File: config.mk
export PLATFORM = sky130hd
export DESIGN_NAME = division_unit_flat
export DESIGN_NICKNAME = d
export VERILOG_FILES = /design/src/rtl/division_pkg.sv /design/src/rtl/division_unit_if.sv /design/src/rtl/division_cmp.sv /design/src/rtl/division_unit.sv /design/src/flat_wrapper.sv
export SDC_FILE = /design/constraint.sdc
export NUM_CORES = 1
export LEC_CHECK = 0
export CAP_MARGIN = 20
export CORE_AREA = 3 3 151 117
export DETAILED_ROUTE_END_ITERATION = 7
export DIE_AREA = 0 0 154 120
export DONT_BUFFER_PORTS = 1
export SLEW_MARGIN = 0
export SYNTH_ARGS = -nofsm -noshare
export SYNTH_HDL_FRONTEND = slang
export SYNTH_HIERARCHICAL = 1
export SYNTH_SLANG_ARGS = --single-unit
File: constraint.sdc
create_clock -name clk -period 2.3 [get_ports clk]
set_clock_uncertainty 0.2 [all_clocks]
set_input_delay 0 -clock clk [delete_from_list [all_inputs] [get_ports clk]]
set_output_delay 0 -clock clk [all_outputs]
set_load 0.1 [all_outputs]
File: src/rtl/division_pkg.sv
// Shared types and sizing for the DIV/CMP functional unit.
package division_pkg;

    localparam int unsigned DATA_W = 16;
    localparam int unsigned CNT_W  = $clog2(DATA_W) + 1;

    typedef logic [DATA_W-1:0] data_t;
    typedef logic [CNT_W-1:0]  cnt_t;

    typedef enum logic [1:0] {
        IDLE,
        RUN,
        DONE
    } state_e;

endpackage

File: src/rtl/division_unit_if.sv
// Request/result bundle between the execute stage (master) and the divider (slave).
interface division_unit_if;
    import division_pkg::*;

    logic  start;
    data_t rs1;
    data_t rs2;
    logic  busy;
    logic  done;
    data_t quotient;
    data_t remainder;
    logic  div_by_zero;
    data_t greater;
    data_t equal;
    data_t less;

    modport master (
        output start, rs1, rs2,
        input  busy, done, quotient, remainder, div_by_zero, greater, equal, less
    );

    modport slave (
        input  start, rs1, rs2,
        output busy, done, quotient, remainder, div_by_zero, greater, equal, less
    );

endinterface

File: src/rtl/division_cmp.sv
// Unsigned magnitude comparator producing one-hot greater/equal/less.
module division_cmp
    import division_pkg::*;
(
    input  data_t a,
    input  data_t b,
    output logic  gt,
    output logic  eq,
    output logic  lt
);

    always_comb begin
        gt = (a > b);
        eq = (a == b);
        lt = (a < b);
    end

endmodule

File: src/rtl/division_unit.sv
// Multi-cycle 16-bit unsigned restoring divider with registered compare flags.
module division_unit
    import division_pkg::*;
(
    input  logic            clk,
    input  logic            rst,
    division_unit_if.slave  bus
);

    state_e state_q;
    cnt_t   cnt_q;
    data_t  dividend_q;
    data_t  divisor_q;
    data_t  rem_q;
    data_t  quo_q;
    logic   busy_q;
    logic   done_q;
    data_t  quotient_q;
    data_t  remainder_q;
    logic   dbz_q;
    logic   gt_q;
    logic   eq_q;
    logic   lt_q;

    logic [DATA_W:0] partial;
    logic            fits;
    data_t           rem_d;
    data_t           quo_d;
    logic            cmp_gt;
    logic            cmp_eq;
    logic            cmp_lt;
    logic            accept;

    // Compares the operands being latched so the flags land on the capture edge.
    division_cmp u_cmp (
        .a  (bus.rs1),
        .b  (bus.rs2),
        .gt (cmp_gt),
        .eq (cmp_eq),
        .lt (cmp_lt)
    );

    always_comb begin
        partial = {rem_q, quo_q[DATA_W-1]};
        fits    = (partial >= {1'b0, divisor_q});
        // Remainder stays below the divisor, so the low bits of the difference suffice.
        rem_d   = fits ? (partial[DATA_W-1:0] - divisor_q) : partial[DATA_W-1:0];
        quo_d   = {quo_q[DATA_W-2:0], fits};
        accept  = bus.start && ((state_q == IDLE) || (state_q == DONE));
    end

    always_ff @(posedge clk) begin
        if (rst) begin
            state_q     <= IDLE;
            cnt_q       <= '0;
            dividend_q  <= '0;
            divisor_q   <= '0;
            rem_q       <= '0;
            quo_q       <= '0;
            busy_q      <= 1'b0;
            done_q      <= 1'b0;
            quotient_q  <= '0;
            remainder_q <= '0;
            dbz_q       <= 1'b0;
            gt_q        <= 1'b0;
            eq_q        <= 1'b0;
            lt_q        <= 1'b0;
        end else begin
            done_q <= 1'b0;
            unique case (state_q)
                IDLE, DONE: begin
                    if (accept) begin
                        state_q    <= RUN;
                        cnt_q      <= '0;
                        dividend_q <= bus.rs1;
                        divisor_q  <= bus.rs2;
                        quo_q      <= bus.rs1;
                        rem_q      <= '0;
                        busy_q     <= 1'b1;
                        dbz_q      <= (bus.rs2 == '0);
                        gt_q       <= cmp_gt;
                        eq_q       <= cmp_eq;
                        lt_q       <= cmp_lt;
                    end else begin
                        state_q <= IDLE;
                    end
                end
                RUN: begin
                    rem_q <= rem_d;
                    quo_q <= quo_d;
                    cnt_q <= cnt_q + cnt_t'(1);
                    if (cnt_q == cnt_t'(DATA_W - 1)) begin
                        state_q     <= DONE;
                        busy_q      <= 1'b0;
                        done_q      <= 1'b1;
                        quotient_q  <= dbz_q ? '1 : quo_d;
                        remainder_q <= dbz_q ? dividend_q : rem_d;
                    end
                end
                default: begin
                    state_q <= IDLE;
                    busy_q  <= 1'b0;
                end
            endcase
        end
    end

    assign bus.busy        = busy_q;
    assign bus.done        = done_q;
    assign bus.quotient    = quotient_q;
    assign bus.remainder   = remainder_q;
    assign bus.div_by_zero = dbz_q;
    assign bus.greater     = data_t'(gt_q);
    assign bus.equal       = data_t'(eq_q);
    assign bus.less        = data_t'(lt_q);

endmodule

File: src/flat_wrapper.sv
// flat-port wrapper written by rule: the top's interface ports become plain ports
module division_unit_flat import division_pkg::*;
  (clk, rst, bus_start, bus_rs1, bus_rs2, bus_busy, bus_done, bus_quotient, bus_remainder, bus_div_by_zero, bus_greater, bus_equal, bus_less);
  division_unit_if bus_i ();
  input  logic clk;
  input  logic rst;
  input wire logic [$bits(bus_i.start)-1:0] bus_start;
  input wire logic [$bits(bus_i.rs1)-1:0] bus_rs1;
  input wire logic [$bits(bus_i.rs2)-1:0] bus_rs2;
  output wire logic [$bits(bus_i.busy)-1:0] bus_busy;
  output wire logic [$bits(bus_i.done)-1:0] bus_done;
  output wire logic [$bits(bus_i.quotient)-1:0] bus_quotient;
  output wire logic [$bits(bus_i.remainder)-1:0] bus_remainder;
  output wire logic [$bits(bus_i.div_by_zero)-1:0] bus_div_by_zero;
  output wire logic [$bits(bus_i.greater)-1:0] bus_greater;
  output wire logic [$bits(bus_i.equal)-1:0] bus_equal;
  output wire logic [$bits(bus_i.less)-1:0] bus_less;
  assign bus_i.start = bus_start;
  assign bus_i.rs1 = bus_rs1;
  assign bus_i.rs2 = bus_rs2;
  assign bus_busy = bus_i.busy;
  assign bus_done = bus_i.done;
  assign bus_quotient = bus_i.quotient;
  assign bus_remainder = bus_i.remainder;
  assign bus_div_by_zero = bus_i.div_by_zero;
  assign bus_greater = bus_i.greater;
  assign bus_equal = bus_i.equal;
  assign bus_less = bus_i.less;
  division_unit u_core (.clk(clk), .rst(rst), .bus(bus_i));
endmodule
==> impl_results.html, run 1 <==
<table>
<tr><th>Metric</th><th>Value</th></tr>
<tr><th colspan="2">Timing</th></tr>
<tr><td>Max-Slew Margin vs Limit</td><td>0.580</td></tr>
<tr><td>Portion of the clock cycle consumed by the worst path in the final layout</td><td>1.11</td></tr>
<tr><td>Actual transition at the worst max-transition pin</td><td>about 0.63 ns</td></tr>
<tr><td>Final worst-path setup slack</td><td>-0.252 ns</td></tr>
<tr><td>Final-report max-slew violation count</td><td>0</td></tr>
<tr><td>Period minus WS final</td><td>2.55 ns</td></tr>
<tr><td>Number of failing hold endpoints at the final stage</td><td>0</td></tr>
<tr><td>Final setup vio count</td><td>33</td></tr>
<tr><td>Upper clock frequency limit</td><td>around 390 MHz</td></tr>
<tr><td>RSZ-0062 raised after global routing</td><td>true</td></tr>
<tr><th colspan="2">Power and ir drop</th></tr>
<tr><td>Reported leakage power</td><td>around 3.5 nW</td></tr>
<tr><td>Total design power</td><td>0.00794 W</td></tr>
<tr><td>Worst IR Drop VDD</td><td>442 uV</td></tr>
<tr><td>Pwr per Cell Area</td><td>between 900 and 1000 nW/um2</td></tr>
<tr><th colspan="2">Global route</th></tr>
<tr><td>Largest net degree at the start of global routing</td><td>111</td></tr>
<tr><td>Number of global-route vias before repair</td><td>5,543</td></tr>
<tr><td>Number of antenna violations at the first check in global routing</td><td>0</td></tr>
<tr><td>Total routing resource utilization after global routing</td><td>0.202</td></tr>
<tr><td>Aggregate global routing overflow</td><td>0</td></tr>
<tr><td>Global-route wire length before repair</td><td>30,000 um</td></tr>
<tr><th colspan="2">Logic synthesis</th></tr>
<tr><td>Share of synthesized cell area in full adder, half adder and majority cells</td><td>0.0745</td></tr>
<tr><td>Area fraction in and, or, nand and nor cells after synthesis</td><td>0.216</td></tr>
<tr><td>Most used standard cells in the synthesized netlist</td><td>135 x sky130_fd_sc_hd__nand2_1, 109 x sky130_fd_sc_hd__dfxtp_1, 90 x sky130_fd_sc_hd__a21oi_1</td></tr>
<tr><td>Sequential element share of the synthesized area</td><td>0.365</td></tr>
<tr><td>Warnings, synthesis</td><td>6</td></tr>
<tr><td>Unique cell type count in the Yosys netlist</td><td>57</td></tr>
<tr><td>Gate count after technology mapping</td><td>771</td></tr>
<tr><td>Cell taking the most area after synthesis</td><td>sky130_fd_sc_hd__dfxtp_1</td></tr>
<tr><td>Synth top area share</td><td>0.365</td></tr>
<tr><td>Portion of netlist area occupied by mux cells</td><td>0</td></tr>
<tr><td>Syn Std Cell Area</td><td>5980 um2</td></tr>
<tr><td>Dominant cell by count in the synthesized netlist</td><td>sky130_fd_sc_hd__nand2_1</td></tr>
<tr><td>Most common flop cell mapped by yosys</td><td>sky130_fd_sc_hd__dfxtp_1</td></tr>
<tr><td>Share of flip-flops with an asynchronous set or reset after synthesis</td><td>0</td></tr>
<tr><td>Avg Inst Size Synth</td><td>7.76 um2</td></tr>
<tr><td>Count of flip-flops with a built-in enable after synthesis</td><td>0</td></tr>
<tr><td>Synth top area cells</td><td>sky130_fd_sc_hd__dfxtp_1 36%, sky130_fd_sc_hd__nand2_1 8.5%, sky130_fd_sc_hd__a21oi_1 7.5%</td></tr>
<tr><td>Main combinational cell family by area after synthesis</td><td>simple AND/OR/NAND/NOR gates</td></tr>
<tr><td>Parity-gate share of the synthesized area counting xor and xnor cells</td><td>0.0117</td></tr>
<tr><td>Count of state elements after synthesis</td><td>109</td></tr>
<tr><td>Synth Area in Compound Gates</td><td>0.214</td></tr>
<tr><th colspan="2">Critical path</th></tr>
<tr><td>Logic depth of the worst register-to-register path</td><td>11</td></tr>
<tr><td>Crit-path max FO</td><td>5</td></tr>
<tr><td>Crit Reg-Reg Endpoint</td><td>u_core/bus.remainder[2]</td></tr>
<tr><td>Data arrival, critical path</td><td>about 2.6 ns</td></tr>
<tr><td>Crit path max-delay cell type</td><td>sky130_fd_sc_hd__o31a_1</td></tr>
<tr><td>Launch instance of the worst register-to-register path</td><td>u_core/divisor_q[11]</td></tr>
<tr><td>Element type at the critical path start</td><td>flop</td></tr>
<tr><td>R2R Setup Slk</td><td>-0.25 ns</td></tr>
<tr><td>Required arrival time at the worst endpoint</td><td>between 2 and 2.5 ns</td></tr>
<tr><td>Worst-path cell chain</td><td>inv_2 -&gt; ha_4 -&gt; a21oi_2 -&gt; nand2_1 -&gt; o21a_2 -&gt; buf_6 -&gt; o31a_1 -&gt; buf_4 -&gt; o21ai_4 -&gt; o211ai_1 -&gt; a211oi_1</td></tr>
<tr><td>Delay of the slowest critical-path stage</td><td>0.35 ns</td></tr>
<tr><td>Kind of capture point of the worst setup path</td><td>flop</td></tr>
<tr><td>Worst setup path class</td><td>flop to flop</td></tr>
<tr><th colspan="2">Min path</th></tr>
<tr><td>Path category of the worst min-delay check</td><td>input pin to flop</td></tr>
<tr><td>Min-Delay Startpoint</td><td>bus_start</td></tr>
<tr><td>Worst hold endpoint</td><td>u_core/cnt_q[3]</td></tr>
<tr><td>Hold path depth</td><td>5</td></tr>
<tr><th colspan="2">Placement</th></tr>
<tr><td>Number of cells in the design after placement</td><td>1,037</td></tr>
<tr><td>PortBufs</td><td>0</td></tr>
<tr><td>Pre-CTS WS</td><td>-0.275 ns</td></tr>
<tr><td>Standard cell area after detailed placement</td><td>between 6000 and 7000 um2</td></tr>
<tr><td>Routability Congestion</td><td>0.922</td></tr>
<tr><td>Detailed placer's ending HPWL</td><td>~13,000 um</td></tr>
<tr><th colspan="2">Run</th></tr>
<tr><td>Reported max-cap violation count</td><td>0</td></tr>
<tr><th colspan="2">Floorplan</th></tr>
<tr><td>Die boundary width</td><td>roughly 150 um</td></tr>
<tr><td>Floorplan die height</td><td>120 um</td></tr>
<tr><td>Total number of placement rows</td><td>41</td></tr>
<tr><td>Initial core utilization</td><td>0.363</td></tr>
<tr><td>Total die area</td><td>18,500 um2</td></tr>
<tr><td>Area of the core</td><td>16,500 um2</td></tr>
<tr><td>Number of top-level design ports</td><td>118</td></tr>
<tr><th colspan="2">Clocking</th></tr>
<tr><td>Number of buffers created by CTS</td><td>9</td></tr>
<tr><td>Deepest clock path buffer count</td><td>2</td></tr>
<tr><td>TritonCTS clock tree</td><td>done</td></tr>
<tr><td>Clock-pin slew on the worst setup and hold paths</td><td>0.08 ns</td></tr>
<tr><td>Number of levels the H-tree was split into</td><td>3</td></tr>
<tr><td>Buffer cell driving the clock tree root</td><td>sky130_fd_sc_hd__clkbuf_16</td></tr>
<tr><td>Clock tree sinks</td><td>between 100 and 150</td></tr>
<tr><td>Clock latency at the later pin of the worst-skew pair</td><td>0.35 ns</td></tr>
<tr><th colspan="2">Finish</th></tr>
<tr><td>Utilization after layout</td><td>0.522</td></tr>
<tr><td>Antenna diode count</td><td>0</td></tr>
<tr><td>Layout Nets</td><td>roughly 990</td></tr>
<tr><td>Share of post-route cells with drive strength above 1</td><td>0.290</td></tr>
<tr><td>Synthesis-to-finish area growth</td><td>43.8%</td></tr>
<tr><td>Post-route non-filler standard cell count</td><td>about 1,100</td></tr>
<tr><td>Design Area, Final</td><td>8600 um2</td></tr>
<tr><th colspan="2">Detailed routing</th></tr>
<tr><td>Routed len/inst</td><td>around 18 um</td></tr>
<tr><td>Remaining routing DRC violations</td><td>0</td></tr>
<tr><td>Number of DRC markers in iteration 0</td><td>roughly 440</td></tr>
<tr><td>First-pass detailed-route iteration total</td><td>6</td></tr>
<tr><td>Antenna viol nets, final</td><td>0</td></tr>
<tr><td>Routed via count</td><td>5,976</td></tr>
<tr><td>Via density per instance</td><td>between 5 and 6</td></tr>
<tr><td>Total wire length</td><td>20,100 um</td></tr>
<tr><th colspan="2">Run status</th></tr>
<tr><td>Violated checks</td><td>setup timing</td></tr>
<tr><td>Result of the run</td><td>complete, but fails checks</td></tr>
</table>
==> stage by stage <==
stage / TNS, ns / hold slack (ns)
floorplan: -0.0131 / -0.0640
global placement: -4.52 / -0.116
detailed placement: -5.51 / -0.114
CTS: -3.21 / -0.486
global route: -7.56 / 0.0410
finish: -4.65 / 0.00193
==> cell type report <==
cell class              count  area [um2]
well taps                 215         269
clock buffers              12         256
multi-input cells         571        3890
fillers                  1516        7870
inverters                  42         158
repair buffers            190        1760
flip-flops and latches    109        2210
clock inverters             4        52.6
==> repair_timing <==
action	in CTS	in global routing
hold buffers	50	12
cloned	1	0
pin swaps	42	50
endpoints found under the setup margin	34	58
setup buffers	19	10
endpoints found under the hold margin	109	62
gates resized for setup	70	74
==> where the power goes <==
| group | internal, W | switching [W] |
|---|---|---|
| clock network | 0.000913 | 0.000750 |
| logic | 0.00192 | 0.00226 |
| registers | 0.00200 | 0.000100 |
| total | 0.00484 | 0.00311 |
==> worst max path at each step <==
| stage | to | start | slack, ns |
|---|---|---|---|
| after floorplan | u_core/bus.remainder[14] | u_core/quo_q[15] | -0.01 |
| after global placement | u_core/bus.remainder[8] | u_core/divisor_q[8] | -0.28 |
| after detailed placement | u_core/bus.remainder[8] | u_core/divisor_q[8] | -0.27 |
| after CTS | u_core/bus.remainder[14] | u_core/quo_q[15] | -0.21 |
| after global routing | u_core/bus.remainder[14] | u_core/quo_q[15] | -0.36 |
| final | u_core/bus.remainder[2] | u_core/divisor_q[11] | -0.25 |
==> flip-flops by register name, indices dropped and copies added (netlist names), 2 cells and up <==
name and flops:
u_core/quo_q 16, u_core/bus.remainder 16, u_core/dividend_q 16, u_core/rem_q 16
u_core/cnt_q 5, u_core/bus.quotient 16, u_core/state_q 2, u_core/divisor_q 16
==> cell families after synthesis <==
family / Yosys count
fa+ha+maj: 35
buf+inv: 135
xor+xnor: 8
flops: 109
other cells: 1
compound gates: 201
simple gates: 282
==> routing by layer <==
metal,routed length (um),track usage,vias to the layer above
met5,0,0,-
met4,271,0.0397,0
met3,1670,0.0562,23
met2,8910,0.299,241
met1,9250,0.295,2827
li1,-,-,2885
==> placed cells by master, fill, tap and decap left out, types with 5 or more instances in the layout <==
master,instances
sky130_fd_sc_hd__nor2_1,45
sky130_fd_sc_hd__dfxtp_2,21
sky130_fd_sc_hd__dfxtp_1,88
sky130_fd_sc_hd__and3_4,8
sky130_fd_sc_hd__a21oi_1,77
sky130_fd_sc_hd__xor2_1,5
sky130_fd_sc_hd__ha_4,14
sky130_fd_sc_hd__inv_1,33
sky130_fd_sc_hd__o21ai_0,11
sky130_fd_sc_hd__conb_1,45
sky130_fd_sc_hd__dlygate4sd3_1,61
sky130_fd_sc_hd__buf_6,18
sky130_fd_sc_hd__nor4_1,6
sky130_fd_sc_hd__buf_4,103
sky130_fd_sc_hd__a31oi_1,17
sky130_fd_sc_hd__inv_2,9
sky130_fd_sc_hd__o211ai_1,9
sky130_fd_sc_hd__o21ai_1,7
sky130_fd_sc_hd__nand3b_1,6
sky130_fd_sc_hd__nand2_1,132
sky130_fd_sc_hd__nor3_1,34
sky130_fd_sc_hd__nand4_1,6
sky130_fd_sc_hd__nand2b_1,10
sky130_fd_sc_hd__buf_12,6
sky130_fd_sc_hd__clkbuf_16,9
sky130_fd_sc_hd__a21oi_2,12
sky130_fd_sc_hd__ha_1,20
==> critical path: cells and delay by family (launching register included) <==
family | cells | cell delay [ns]
AO/OA/AOI/OAI | 6 | 1.25
buffers and inverters | 3 | 0.37
flip-flops | 1 | 0.34
adder cells (fa/ha/maj) | 1 | 0.24
AND/OR/NAND/NOR | 1 | 0.07
(Power assumes the default switching activity.)
==> run 2, diff against run 1 <==
- SKIP_LAST_GASP: not set -> 1
==> run 2 against run 1 <==
Net effect:
- the flow still finishes with violations (setup timing)
- sequential power about the same
- sequential cell count unchanged
- cell count up 0.26%
- maximum frequency down 1.1%
- hold slack better by 0.0039 ns
- worst setup slack worse by 0.027 ns
- clock-buffer cell count unchanged
==> impl_results.html, run 2 (synthesized netlist as in run 1, its figures left out) <==
<table>
<tr><th>Metric</th><th>Value</th></tr>
<tr><th colspan="2">Timing</th></tr>
<tr><td>Period minus WS final</td><td>2.58 ns (+0.0273 ns)</td></tr>
<tr><td>Actual transition at the worst max-transition pin</td><td>0.605 ns (-0.0254 ns)</td></tr>
<tr><td>Final setup vio count</td><td>34 (+3.0%)</td></tr>
<tr><td>Portion of the clock cycle consumed by the worst path in the final layout</td><td>1.12 (+0.0119)</td></tr>
<tr><td>Final TNS setup</td><td>-5.87 ns (-1.23 ns)</td></tr>
<tr><td>RSZ-0062 raised after global routing</td><td>true</td></tr>
<tr><td>Number of failing hold endpoints at the final stage</td><td>0 (unchanged)</td></tr>
<tr><td>Upper clock frequency limit</td><td>388 MHz (-1.1%)</td></tr>
<tr><td>Final worst-path setup slack</td><td>-0.279 ns (-0.0273 ns)</td></tr>
<tr><td>Max-Slew Margin vs Limit</td><td>0.597 (+0.0169)</td></tr>
<tr><td>Final-report max-slew violation count</td><td>0 (unchanged)</td></tr>
<tr><th colspan="2">Detailed routing</th></tr>
<tr><td>Antenna viol nets, final</td><td>0 (unchanged)</td></tr>
<tr><td>Number of DRC markers in iteration 0</td><td>414 (-6.8%)</td></tr>
<tr><td>Routed via count</td><td>5,996 (+0.33%)</td></tr>
<tr><td>Total wire length</td><td>20,200 um (+0.36%)</td></tr>
<tr><td>Routed len/inst</td><td>17.6 um (about the same)</td></tr>
<tr><td>Via density per instance</td><td>5.23 (about the same)</td></tr>
<tr><td>Remaining routing DRC violations</td><td>0 (unchanged)</td></tr>
<tr><td>First-pass detailed-route iteration total</td><td>6 (unchanged)</td></tr>
<tr><th colspan="2">Finish</th></tr>
<tr><td>Layout Nets</td><td>996 (+0.30%)</td></tr>
<tr><td>Area of combinational cells with multiple inputs</td><td>3870 um2 (-0.67%)</td></tr>
<tr><td>Synthesis-to-finish area growth</td><td>43.7% (about the same)</td></tr>
<tr><td>Number of filler instances in the final layout</td><td>1,524 (+0.53%)</td></tr>
<tr><td>Most frequent standard cell in the layout excluding fill and tap cells</td><td>sky130_fd_sc_hd__nand2_1</td></tr>
<tr><td>Antenna diode count</td><td>0 (unchanged)</td></tr>
<tr><td>Highest-count cells in the layout ignoring fill and taps</td><td>133 x sky130_fd_sc_hd__nand2_1, 105 x sky130_fd_sc_hd__buf_4, 89 x sky130_fd_sc_hd__dfxtp_1, 77 x sky130_fd_sc_hd__a21oi_1, 61 x sky130_fd_sc_hd__dlygate4sd3_1</td></tr>
<tr><td>Area of all sequential standard cells</td><td>2210 um2 (about the same)</td></tr>
<tr><td>Post-route non-filler standard cell count</td><td>1,146 (+0.26%)</td></tr>
<tr><td>Utilization after layout</td><td>0.522 (about the same)</td></tr>
<tr><td>Design Area, Final</td><td>8600 um2 (about the same)</td></tr>
<tr><td>Share of post-route cells with drive strength above 1</td><td>0.287 (-0.00308)</td></tr>
<tr><th colspan="2">Power and ir drop</th></tr>
<tr><td>Worst IR Drop VDD</td><td>441 uV (-0.39%)</td></tr>
<tr><td>Pwr per Cell Area</td><td>921 nW/um2 (-0.35%)</td></tr>
<tr><td>Reported leakage power</td><td>3.56 nW (+0.35%)</td></tr>
<tr><th colspan="2">Global route</th></tr>
<tr><td>Largest net degree at the start of global routing</td><td>111 (unchanged)</td></tr>
<tr><td>Total routing resource utilization after global routing</td><td>0.202 (-0.000306)</td></tr>
<tr><td>Number of global-route vias before repair</td><td>5,537 (-0.11%)</td></tr>
<tr><td>Aggregate global routing overflow</td><td>0 (unchanged)</td></tr>
<tr><td>Number of antenna violations at the first check in global routing</td><td>0 (unchanged)</td></tr>
<tr><td>Global-route wire length before repair</td><td>30,000 um (-0.14%)</td></tr>
<tr><th colspan="2">Critical path</th></tr>
<tr><td>Required arrival time at the worst endpoint</td><td>2.33 ns (-0.03 ns)</td></tr>
<tr><td>Data arrival, critical path</td><td>2.61 ns (about the same)</td></tr>
<tr><td>Element type at the critical path start</td><td>flop</td></tr>
<tr><td>Kind of capture point of the worst setup path</td><td>flop</td></tr>
<tr><td>Worst setup path class</td><td>flop to flop</td></tr>
<tr><td>Crit-path max FO</td><td>5 (unchanged)</td></tr>
<tr><th colspan="2">Clocking</th></tr>
<tr><td>Clock latency at the later pin of the worst-skew pair</td><td>0.35 ns (about the same)</td></tr>
<tr><td>Clock tree sinks</td><td>109 (unchanged)</td></tr>
<tr><td>Clock-pin slew on the worst setup and hold paths</td><td>0.08 ns (about the same)</td></tr>
<tr><td>Buffer cell driving the clock tree root</td><td>sky130_fd_sc_hd__clkbuf_16</td></tr>
<tr><td>Number of levels the H-tree was split into</td><td>3 (unchanged)</td></tr>
<tr><td>Deepest clock path buffer count</td><td>2 (unchanged)</td></tr>
<tr><td>Number of buffers created by CTS</td><td>9 (unchanged)</td></tr>
<tr><td>TritonCTS clock tree</td><td>done</td></tr>
<tr><th colspan="2">Floorplan</th></tr>
<tr><td>Total number of placement rows</td><td>41 (unchanged)</td></tr>
<tr><td>Area of the core</td><td>16,500 um2 (unchanged)</td></tr>
<tr><td>Floorplan die height</td><td>120 um (unchanged)</td></tr>
<tr><td>Number of top-level design ports</td><td>118 (unchanged)</td></tr>
<tr><td>Total die area</td><td>18,500 um2 (unchanged)</td></tr>
<tr><td>Initial core utilization</td><td>0.363 (unchanged)</td></tr>
<tr><td>Die boundary width</td><td>154 um (unchanged)</td></tr>
<tr><th colspan="2">Run</th></tr>
<tr><td>Reported max-cap violation count</td><td>0 (unchanged)</td></tr>
<tr><th colspan="2">Placement</th></tr>
<tr><td>Detailed placer's ending HPWL</td><td>12,900 um (unchanged)</td></tr>
<tr><td>Standard cell area after detailed placement</td><td>6820 um2 (unchanged)</td></tr>
<tr><td>Routability Congestion</td><td>0.922 (unchanged)</td></tr>
<tr><td>Pre-CTS WS</td><td>-0.275 ns (unchanged)</td></tr>
<tr><td>PortBufs</td><td>0 (unchanged)</td></tr>
<tr><td>Number of cells in the design after placement</td><td>1,037 (unchanged)</td></tr>
<tr><th colspan="2">Run status</th></tr>
<tr><td>Result of the run</td><td>complete, but fails checks</td></tr>
<tr><td>Violated checks</td><td>setup timing</td></tr>
<tr><th colspan="2">Min path</th></tr>
<tr><td>Path category of the worst min-delay check</td><td>input pin to flop</td></tr>
</table>
## run 2: worst paths after layout
kind	startpoint	cells after the start	end	slack, ns
worst max-delay path	u_core/divisor_q[4]	12	u_core/bus.remainder[15]	-0.28
worst min-delay path	bus_start	5	u_core/cnt_q[3]	0.006
worst max register to register	u_core/divisor_q[4]	12	u_core/bus.remainder[15]	-0.28
worst min register to register	u_core/bus.remainder[12]	2	u_core/bus.remainder[12]	0.26
## run 2: worst max-delay path, stage by stage, from the launching register on
cell                      delay (ns)
sky130_fd_sc_hd__dfxtp_2        0.33
sky130_fd_sc_hd__inv_1          0.06
sky130_fd_sc_hd__ha_4           0.31
sky130_fd_sc_hd__nand2_4        0.06
sky130_fd_sc_hd__a211o_1        0.30
sky130_fd_sc_hd__a31oi_4        0.23
sky130_fd_sc_hd__o31ai_4        0.07
sky130_fd_sc_hd__buf_4          0.16
sky130_fd_sc_hd__buf_6          0.13
sky130_fd_sc_hd__buf_4          0.13
sky130_fd_sc_hd__a31o_2         0.25
sky130_fd_sc_hd__a31oi_2        0.15
sky130_fd_sc_hd__o31ai_1        0.08
## run 2: timing repair
action | in CTS | in global routing
hold endpoints to repair | 109 | 62
resized for setup | 67 | 72
endpoints found under the setup margin | 34 | 58
setup buffers | 19 | 12
pin swaps | 42 | 49
hold buffers | 50 | 12
gates cloned | 1 | 1
## run 2: layout make-up
cell class / count / share of cell area
clock inverter: 4 / 0.00611
tap: 215 / 0.0313
clock buffer: 12 / 0.0298
timing repair buffer: 193 / 0.208
multi-input combinational: 571 / 0.450
sequential: 109 / 0.257
inverter: 42 / 0.0183
## run 2: per-stage QoR
step           hold slack, ns  total power (W)
3_3_place_gp           -0.116          0.00489
3_5_place_dp           -0.114          0.00490
5_1_grt                0.0414          0.00825
6_report              0.00582          0.00791
2_1_floorplan         -0.0640          0.00416
4_1_cts                -0.486          0.00717
## run 2: metal layers
metal / track usage / vias to the layer above / routed length [um]
li1: - / 2900 / -
met4: 0.0397 / 0 / 318
met5: 0 / - / 0
met3: 0.0562 / 25 / 1750
met2: 0.299 / 228 / 9020
met1: 0.295 / 2843 / 9080
## run 2: power by group
part           internal [W]  switching (W)  total [W]
clock              0.000913       0.000745    0.00166
combinational       0.00193        0.00222    0.00415
sequential          0.00200       0.000103    0.00211
total               0.00484        0.00307    0.00791
